### src/rtl/i2c_slave_fsm.sv
//============================================================================
// Module   : i2c_slave_fsm
// Brief    : I2C responder with a fixed 7-bit address. It ACKs a matching
//            address, then captures two write bytes or returns two read bytes.
// Revision : 1.0 - initial release
//============================================================================
`default_nettype none

module i2c_slave_fsm #(
    parameter int                    ADDR_LEN   = 7,
    parameter int                    DATA_LEN   = 8,
    parameter logic [ADDR_LEN-1:0]   SLAVE_ADDR = 7'b1010110
) (
    input  logic                clk,
    input  logic                rst,
    input  logic                scl,
    input  logic                sda_in,
    output logic                sda_oe,
    input  logic [DATA_LEN-1:0] tx_data_1,
    input  logic [DATA_LEN-1:0] tx_data_2,
    output logic [DATA_LEN-1:0] rx_data_1,
    output logic [DATA_LEN-1:0] rx_data_2,
    output logic                rx_valid,
    output logic                rd_done,
    output logic                busy
);

    localparam int MAX_LEN = (ADDR_LEN + 1 > DATA_LEN) ? ADDR_LEN + 1 : DATA_LEN;
    localparam int CNT_W   = $clog2(MAX_LEN + 1);
    localparam logic [CNT_W-1:0] C_ADDR_BITS = CNT_W'(ADDR_LEN + 1);
    localparam logic [CNT_W-1:0] C_DATA_BITS = CNT_W'(DATA_LEN);
    localparam logic [CNT_W-1:0] C_ONE       = CNT_W'(1);

    typedef enum logic [2:0] {
        S_IDLE      = 3'd0,
        S_ADDR      = 3'd1,
        S_ADDR_ACK  = 3'd2,
        S_RX_DATA   = 3'd3,
        S_RX_ACK    = 3'd4,
        S_TX_DATA   = 3'd5,
        S_TX_ACK    = 3'd6,
        S_WAIT_STOP = 3'd7
    } state_t;

    // Bus conditioning: two sync stages plus one history stage per line.
    logic scl_meta_q, scl_sync_q, scl_prev_q;
    logic sda_meta_q, sda_sync_q, sda_prev_q;

    logic w_scl_rise, w_scl_fall, w_start, w_stop;

    state_t                 state_q,   state_d;
    logic [CNT_W-1:0]       cnt_q,     cnt_d;
    logic                   idx_q,     idx_d;
    logic                   rw_q,      rw_d;
    logic [ADDR_LEN:0]      addr_sr_q, addr_sr_d;
    logic [DATA_LEN-1:0]    rx_sr_q,   rx_sr_d;
    logic [DATA_LEN-1:0]    tx_sr_q,   tx_sr_d;
    logic [DATA_LEN-1:0]    tx2_q,     tx2_d;
    logic [DATA_LEN-1:0]    rx1_q,     rx1_d;
    logic [DATA_LEN-1:0]    rx2_q,     rx2_d;
    logic                   sda_oe_q,  sda_oe_d;
    logic                   rx_valid_q, rx_valid_d;
    logic                   rd_done_q, rd_done_d;
    logic                   busy_q,    busy_d;

    assign w_scl_rise = scl_sync_q & ~scl_prev_q;
    assign w_scl_fall = ~scl_sync_q & scl_prev_q;
    assign w_start    = scl_sync_q & scl_prev_q & sda_prev_q & ~sda_sync_q;
    assign w_stop     = scl_sync_q & scl_prev_q & ~sda_prev_q & sda_sync_q;

    always_ff @(posedge clk) begin
        if (rst) begin
            // Idle bus level is high, so the conditioning chain resets high
            // to avoid a phantom edge on the first cycle after reset.
            scl_meta_q <= 1'b1;
            scl_sync_q <= 1'b1;
            scl_prev_q <= 1'b1;
            sda_meta_q <= 1'b1;
            sda_sync_q <= 1'b1;
            sda_prev_q <= 1'b1;
            state_q    <= S_IDLE;
            cnt_q      <= '0;
            idx_q      <= 1'b0;
            rw_q       <= 1'b0;
            addr_sr_q  <= '0;
            rx_sr_q    <= '0;
            tx_sr_q    <= '0;
            tx2_q      <= '0;
            rx1_q      <= '0;
            rx2_q      <= '0;
            sda_oe_q   <= 1'b0;
            rx_valid_q <= 1'b0;
            rd_done_q  <= 1'b0;
            busy_q     <= 1'b0;
        end else begin
            scl_meta_q <= scl;
            scl_sync_q <= scl_meta_q;
            scl_prev_q <= scl_sync_q;
            sda_meta_q <= sda_in;
            sda_sync_q <= sda_meta_q;
            sda_prev_q <= sda_sync_q;
            state_q    <= state_d;
            cnt_q      <= cnt_d;
            idx_q      <= idx_d;
            rw_q       <= rw_d;
            addr_sr_q  <= addr_sr_d;
            rx_sr_q    <= rx_sr_d;
            tx_sr_q    <= tx_sr_d;
            tx2_q      <= tx2_d;
            rx1_q      <= rx1_d;
            rx2_q      <= rx2_d;
            sda_oe_q   <= sda_oe_d;
            rx_valid_q <= rx_valid_d;
            rd_done_q  <= rd_done_d;
            busy_q     <= busy_d;
        end
    end

    always_comb begin
        state_d    = state_q;
        cnt_d      = cnt_q;
        idx_d      = idx_q;
        rw_d       = rw_q;
        addr_sr_d  = addr_sr_q;
        rx_sr_d    = rx_sr_q;
        tx_sr_d    = tx_sr_q;
        tx2_d      = tx2_q;
        rx1_d      = rx1_q;
        rx2_d      = rx2_q;
        sda_oe_d   = sda_oe_q;
        busy_d     = busy_q;
        rx_valid_d = 1'b0;
        rd_done_d  = 1'b0;

        // Bus conditions win over any scl edge seen in the same cycle.
        if (w_start) begin
            state_d  = S_ADDR;
            cnt_d    = '0;
            idx_d    = 1'b0;
            sda_oe_d = 1'b0;
            busy_d   = 1'b0;
        end else if (w_stop) begin
            state_d  = S_IDLE;
            cnt_d    = '0;
            idx_d    = 1'b0;
            sda_oe_d = 1'b0;
            busy_d   = 1'b0;
        end else begin
            case (state_q)
                S_IDLE: begin
                    sda_oe_d = 1'b0;
                    busy_d   = 1'b0;
                end

                S_ADDR: begin
                    if (w_scl_rise && cnt_q != C_ADDR_BITS) begin
                        addr_sr_d = {addr_sr_q[ADDR_LEN-1:0], sda_sync_q};
                        cnt_d     = cnt_q + C_ONE;
                    end else if (w_scl_fall && cnt_q == C_ADDR_BITS) begin
                        cnt_d = '0;
                        if (addr_sr_q[ADDR_LEN:1] == SLAVE_ADDR) begin
                            sda_oe_d = 1'b1;
                            busy_d   = 1'b1;
                            rw_d     = addr_sr_q[0];
                            tx_sr_d  = tx_data_1;
                            tx2_d    = tx_data_2;
                            idx_d    = 1'b0;
                            state_d  = S_ADDR_ACK;
                        end else begin
                            state_d  = S_IDLE;
                        end
                    end
                end

                S_ADDR_ACK: begin
                    if (w_scl_fall) begin
                        if (rw_q) begin
                            // Release of the ACK and the read MSB share this fall.
                            sda_oe_d = ~tx_sr_q[DATA_LEN-1];
                            tx_sr_d  = {tx_sr_q[DATA_LEN-2:0], 1'b0};
                            cnt_d    = C_ONE;
                            state_d  = S_TX_DATA;
                        end else begin
                            sda_oe_d = 1'b0;
                            cnt_d    = '0;
                            state_d  = S_RX_DATA;
                        end
                    end
                end

                S_RX_DATA: begin
                    if (w_scl_rise && cnt_q != C_DATA_BITS) begin
                        rx_sr_d = {rx_sr_q[DATA_LEN-2:0], sda_sync_q};
                        cnt_d   = cnt_q + C_ONE;
                    end else if (w_scl_fall && cnt_q == C_DATA_BITS) begin
                        if (idx_q) begin
                            rx2_d      = rx_sr_q;
                            rx_valid_d = 1'b1;
                        end else begin
                            rx1_d      = rx_sr_q;
                        end
                        sda_oe_d = 1'b1;
                        cnt_d    = '0;
                        state_d  = S_RX_ACK;
                    end
                end

                S_RX_ACK: begin
                    if (w_scl_fall) begin
                        sda_oe_d = 1'b0;
                        if (idx_q) begin
                            state_d = S_WAIT_STOP;
                        end else begin
                            idx_d   = 1'b1;
                            state_d = S_RX_DATA;
                        end
                    end
                end

                S_TX_DATA: begin
                    if (w_scl_fall) begin
                        if (cnt_q == C_DATA_BITS) begin
                            sda_oe_d = 1'b0;
                            cnt_d    = '0;
                            state_d  = S_TX_ACK;
                        end else begin
                            sda_oe_d = ~tx_sr_q[DATA_LEN-1];
                            tx_sr_d  = {tx_sr_q[DATA_LEN-2:0], 1'b0};
                            cnt_d    = cnt_q + C_ONE;
                        end
                    end
                end

                S_TX_ACK: begin
                    if (w_scl_rise) begin
                        if (!sda_sync_q && !idx_q) begin
                            // cnt=0 makes the next fall in S_TX_DATA drive the MSB.
                            tx_sr_d = tx2_q;
                            idx_d   = 1'b1;
                            cnt_d   = '0;
                            state_d = S_TX_DATA;
                        end else begin
                            rd_done_d = 1'b1;
                            state_d   = S_WAIT_STOP;
                        end
                    end
                end

                S_WAIT_STOP: begin
                    sda_oe_d = 1'b0;
                end

                default: begin
                    state_d  = S_IDLE;
                    sda_oe_d = 1'b0;
                end
            endcase
        end
    end

    assign sda_oe    = sda_oe_q;
    assign rx_data_1 = rx1_q;
    assign rx_data_2 = rx2_q;
    assign rx_valid  = rx_valid_q;
    assign rd_done   = rd_done_q;
    assign busy      = busy_q;

endmodule

`default_nettype wire
### config.mk
export PLATFORM = sky130hd
export DESIGN_NAME = i2c_slave_fsm
export DESIGN_NICKNAME = d
export VERILOG_FILES = /design/src/rtl/i2c_slave_fsm.sv
export SDC_FILE = /design/constraint.sdc
export NUM_CORES = 1
export LEC_CHECK = 0
export BUFFER_PORTS_ARGS = -buffer_cell sky130_fd_sc_hd__buf_2
export CORE_ASPECT_RATIO = 0.6
export CORE_MARGIN = 2
export CORE_UTILIZATION = 57
export CTS_CLUSTER_SIZE = 25
export DETAILED_ROUTE_END_ITERATION = 10
export HOLD_SLACK_MARGIN = 0.15
export PLACE_DENSITY = 0.79
export RECOVER_POWER = 100
export REMOVE_ABC_BUFFERS = 1
export SLEW_MARGIN = 20
export SYNTH_ARGS = -nofsm -noshare
export SYNTH_HDL_FRONTEND = slang
export SYNTH_SLANG_ARGS = --single-unit
### constraint.sdc
create_clock -name clk -period 2.7 [get_ports clk]
set_clock_uncertainty 0.2 [all_clocks]
set_input_delay 0.135 -clock clk [delete_from_list [all_inputs] [get_ports clk]]
set_output_delay 0.135 -clock clk [all_outputs]
set_load 0.01 [all_outputs]
=== Word-level counts from Yosys, hierarchy flattened ===
Cells that the tools add are included.

* Flip-flop bits (word level): 67
* Output and inout bits: 20
* Input bits: 20
* Logic and storage cells: 161

* Bitwise logic cells: 20
* Eq/ne operators: 33
* Reduce and logical (&&, ||, !) cells: 30
* Add/subtract/negate cells: 1
* Multiplexer cells: 56

{| class="wikitable"
|+ Operator list
! operator !! count
|-
| $mux 8 || 9
|-
| $ne 4x4->1 const B || 10
|-
| $mux 3 || 11
|-
| $pmux 8 s4 || 1
|-
| $mux 4 || 7
|-
| $ne 2x2->1 const B || 13
|-
| $reduce_and 6->1 || 4
|-
| $mux 1 || 21
|-
| $reduce_and 10->1 || 2
|-
| $pmux 3 s6 || 1
|-
| $pmux 4 s4 || 1
|-
| $not 1->1 || 13
|-
| $eq 3x3->1 const B || 4
|-
| $reduce_and 12->1 || 1
|-
| $reduce_and 4->1 || 3
|-
| $reduce_bool 6->1 || 2
|-
| $reduce_and 9->1 || 1
|-
| $reduce_bool 4->1 || 2
|-
| $reduce_bool 8->1 || 1
|-
| $and 1x1->1 || 7
|-
| $eq 7x7->1 const B || 1
|-
| $reduce_and 7->1 || 1
|-
| $eq 3x2->1 const B || 2
|-
| $pmux 1 s6 || 1
|-
| 16 further kinds || 21
|}

=== Longest topological paths before layout ===
* Depth in word-level cells: 8
* Mapped depth: 8
* Depth with buffers taken out: 7

=== Worst setup path before layout ===
OpenSTA, ideal clock, no wires.

* Path kind: register to register
* From: register cnt_q[0]
* To: register state_q[2]
* Path buffers: 0
* Library setup time: 0.070 ns
* Stages on the path, launching flop included: 8
* Clock period less this slack: 2.006 ns
* Data required time: 2.430 ns
* Arrival: 1.736 ns
* Setup slack: 0.694 ns
* Path through: dfxtp_1 inv_1 ha_1 nand3b_4 a2111oi_4 nor2_2 or4_1 a21oi_1

* Longest elaborated chain between the ends: 4
* Elaborated cells between the ends (all ways): 10
* Those cells by class: 7 x eq/ne; 3 x reduce/logical

{| class="wikitable"
|+ Ends and longest elaborated chain
! what !! RTL line !! RTL
|-
| start: declaration || 52 || <nowiki>logic [CNT_W-1:0] cnt_q, cnt_d;</nowiki>
|-
| start signal: assignment || 103 || <nowiki>cnt_q <= cnt_d;</nowiki>
|-
| $eq 4x4->1 / $ne 4x4->1 (equally long branches) || n/a ||
|-
| $logic_and 1x1->1, on equally long branches || n/a ||
|-
| $ne 2x2->1 (no line) || n/a ||
|-
| $reduce_and 10->1 (no line) * || n/a ||
|-
| end signal: assignment || 102 || <nowiki>state_q <= state_d;</nowiki>
|-
| end: declaration || 51 || <nowiki>state_t state_q, state_d;</nowiki>
|}

Every way passes the cells marked *; elsewhere a longest branch is shown, timed or not.
A chain may end at the register's enable or synchronous reset.

=== Worst setup path in the final report ===
* From: register state_q[0]
* To: register tx2_q[2]

* Longest elaborated chain between the ends: 2

{| class="wikitable"
|+ Ends and longest elaborated chain
! what !! RTL line !! RTL
|-
| $eq 3x1->1 || 149 || <nowiki>case (state_q)</nowiki>
|-
| $reduce_and 6->1 (no line) || n/a ||
|-
| end signal: assignment || 109 || <nowiki>tx2_q <= tx2_d;</nowiki>
|-
| end: declaration || 58 || <nowiki>logic [DATA_LEN-1:0] tx2_q, tx2_d;</nowiki>
|}

Every way passes these cells.

==> impl_results.md <==
* Avg Cell Area, Syn at 9.22 um^2
* DP HPWL at 5.02 mm
* Final net count at approximately 430
* R2R Setup Slk at 0.24 ns
* DRT Pass-1 Iters at 5
* Reg-to-Reg Start: state_q[0]
* Setup Fix Bufs, Post-CTS at 0
* First-pass GRT wire length at 11.6 mm
* Synth area leader: dfxtp_1
* Element type at the critical path end: flop
* CP arrival at 2.44 ns
* Ys flop type: dfxtp_1
* Final ANT Viol Nets at 0
* Ant. Diodes at 0
* Synth top area share at 41.9%
* Root Buffer: clkbuf_8
* Port Buf Inserts at 39
* Hold crit path type: flop to flop
* Area Growth Syn to Fin at 17.4%
* Share of cells above drive strength 1 at a little over an eighth
* HP Start: sda_meta_q
* Max-cap viol count at 0
* Post-synth EDFFs at 0
* Minimum clock period at between 2 and 2.5 ns
* Ordered list of cells on the worst path: nand2b_1 > or3_1 > mux2i_1 > nor2_1
* Min-Delay Endpoint: sda_sync_q
* Synth cell types at 62
* Crit path max-delay family: simple AND/OR/NAND/NOR gates
* CTS resizes at 0
* Worst Path Buf+Inv at 0
* Synth area leaders: dfxtp_1, mux2i_1, nor2_1
* First DRT Iteration DRCs at 225
* Max H-tree Level at 3
* Total CTS buffers at 9
* Final core occ at 68.4%
* Tcrit/Tclk final at 91.2%
* Num rows at 21
* GRT Util Overall at around a quarter
* Boundary pin count at 40
* Crit path launch type: flop
* DR vias at 2,764
* Status: completed
* Ys async rst share at 0%
* R2R cell count at 4
* Syn Inst Count at between 300 and 400
* Setup TNS at 0 ns
* Number of synthesized register bits at 67
* Final hold vios at 0
* Clock buffer depth at 2
* Crit path max fanout at 22
* Die W at ~100 um
* CTS clk-pin slew, worst paths at 0.07 ns
* Worst skew pair latency at about 0.35 ns
* RD Place Congestion at between 0.9 and 1
* RSZ-0062 raised after global routing: false
* CTS tree: yes
* DR vias/cell at 5.79
* Dpl cells at 442
* Setup-failing EPs final at 0
* CTS sink count at 67
* Wire per inst at 15.5 um
* Antenna violations before repair at 0
* Largest net degree at the start of global routing at between 60 and 70
* CP Data Required Time at 2.68 ns
* Most common cell after layout, fill and taps aside: dfxtp_1
* Seq/Total Area, Yosys at 41.9%
* WS Path Type: flop to flop
* Post-route insts no fill at 477
* Vias in the first global route at 2,327
* Worst Tran Pin Value at 1.26 ns
* Syn. warnings at 0
* Grt total ovfl at 0
* Starting Density at 58.3%
* Core area at 0.00549 mm^2
* Routed wire length at 7.39 mm
* Max frequency at 406 MHz
* Synth Cell Area at about 0.0032 mm^2
* Max Slew Vio Count at 0
* PD cells at a little under 500 mW/mm^2
* DIE AREA at approximately 0.0063 mm^2
* Commonest non-fill, non-tap cells in the layout: dfxtp_1, nor2_1, mux2i_1
* Leak pwr at 0.00155 uW
* DRC errors left at 0
* PnR Total Power at 1840 uW
* Minimum hold slack at 0.211 ns
* Normalized max-slew margin at 15.9%
* FF-to-FF End: tx2_q[2]
* Critical Path Max Stage Delay at 0.79 ns
* Slowest-stage cell, CP: dfxtp_1
* Cell depth of the worst hold path at 1
* Die Span Y at 62.0 um
* Maximum VDD drop at 0.382 mV
## cell usage after synthesis (all sizes together), types with 3 or more instances
cell type,instances
a21oi,8
a221oi,3
and3,3
buf,13
clkbuf,10
dfxtp,67
inv,5
mux2i,48
nand2,17
nand2b,4
nand3,5
nand3b,3
nand4,3
nor2,60
nor2b,15
nor3,3
nor3b,5
o21ai,12
o221ai,5
o22ai,3
o31ai,9
or2,7
## cells by family after synthesis
| kind of cell | share of synthesized area, % |
|---|---|
| buffers and inverters | 3.87 |
| and+or+nand+nor | 22.7 |
| xor gates and xnor gates | 0.274 |
| AOI/OAI and AO/OA | 15.5 |
| adders and majority gates | 0.782 |
| muxes | 15.0 |
| DFF | 41.9 |
## where the power goes
part	internal (uW)	switching, uW	leakage (uW)	total, uW
sequential	993	7.26	0.000541	1000
clock	341	408	0.0000795	749
combinational	45.7	49.3	0.000925	95.1
total	1380	465	0.00155	1840
## repair_timing
item                                    4_1_cts  5_1_grt
hold endpoints to repair                     23        0
hold buffers                                 19        0
endpoints found under the setup margin        0        0
## registers in the layout (all words and copies together) (netlist names), 3 cells and up
register,flops
tx_sr_q,8
rx_sr_q,8
rx_data_1,8
tx2_q,8
state_q,3
rx_data_2,8
addr_sr_q,8
cnt_q,4
## metrics by stage
stage	setup WS, ns	area [um^2]
floorplan	0.477	3100
global placement	0.381	3450
detailed placement	0.285	3450
CTS	0.274	3820
global route	0.0904	3760
finish	0.237	3760
## worst max-delay path by stage
stage	from	to	slack [ns]	depth (start not counted)
5_1_grt	state_q[0]	cnt_q[2]	0.09	5
2_1_floorplan	state_q[2]	state_q[2]	0.48	5
4_1_cts	state_q[0]	tx2_q[1]	0.27	4
6_report	state_q[0]	tx2_q[2]	0.24	4
3_3_place_gp	state_q[0]	tx2_q[7]	0.38	4
3_5_place_dp	state_q[0]	tx2_q[1]	0.28	4
## metal layers
metal  global-route usage (%)  wire [um]  vias to the layer above
met5                        0          0                        -
met4                     8.22         63                        0
met3                     7.72        589                        6
met2                     35.4       3180                      101
met1                     35.7       3560                     1302
li1                         -          -                     1355
## area by class of cell
type | instances | area, um^2
tap | 69 | 86.3
clock inverter | 6 | 48.8
multi-input combinational | 252 | 1720
clock buffer | 10 | 128
fill | 422 | 1730
inverter | 5 | 18.8
sequential | 67 | 1340
timing repair buffer | 68 | 418
(Power assumes the default switching activity.)
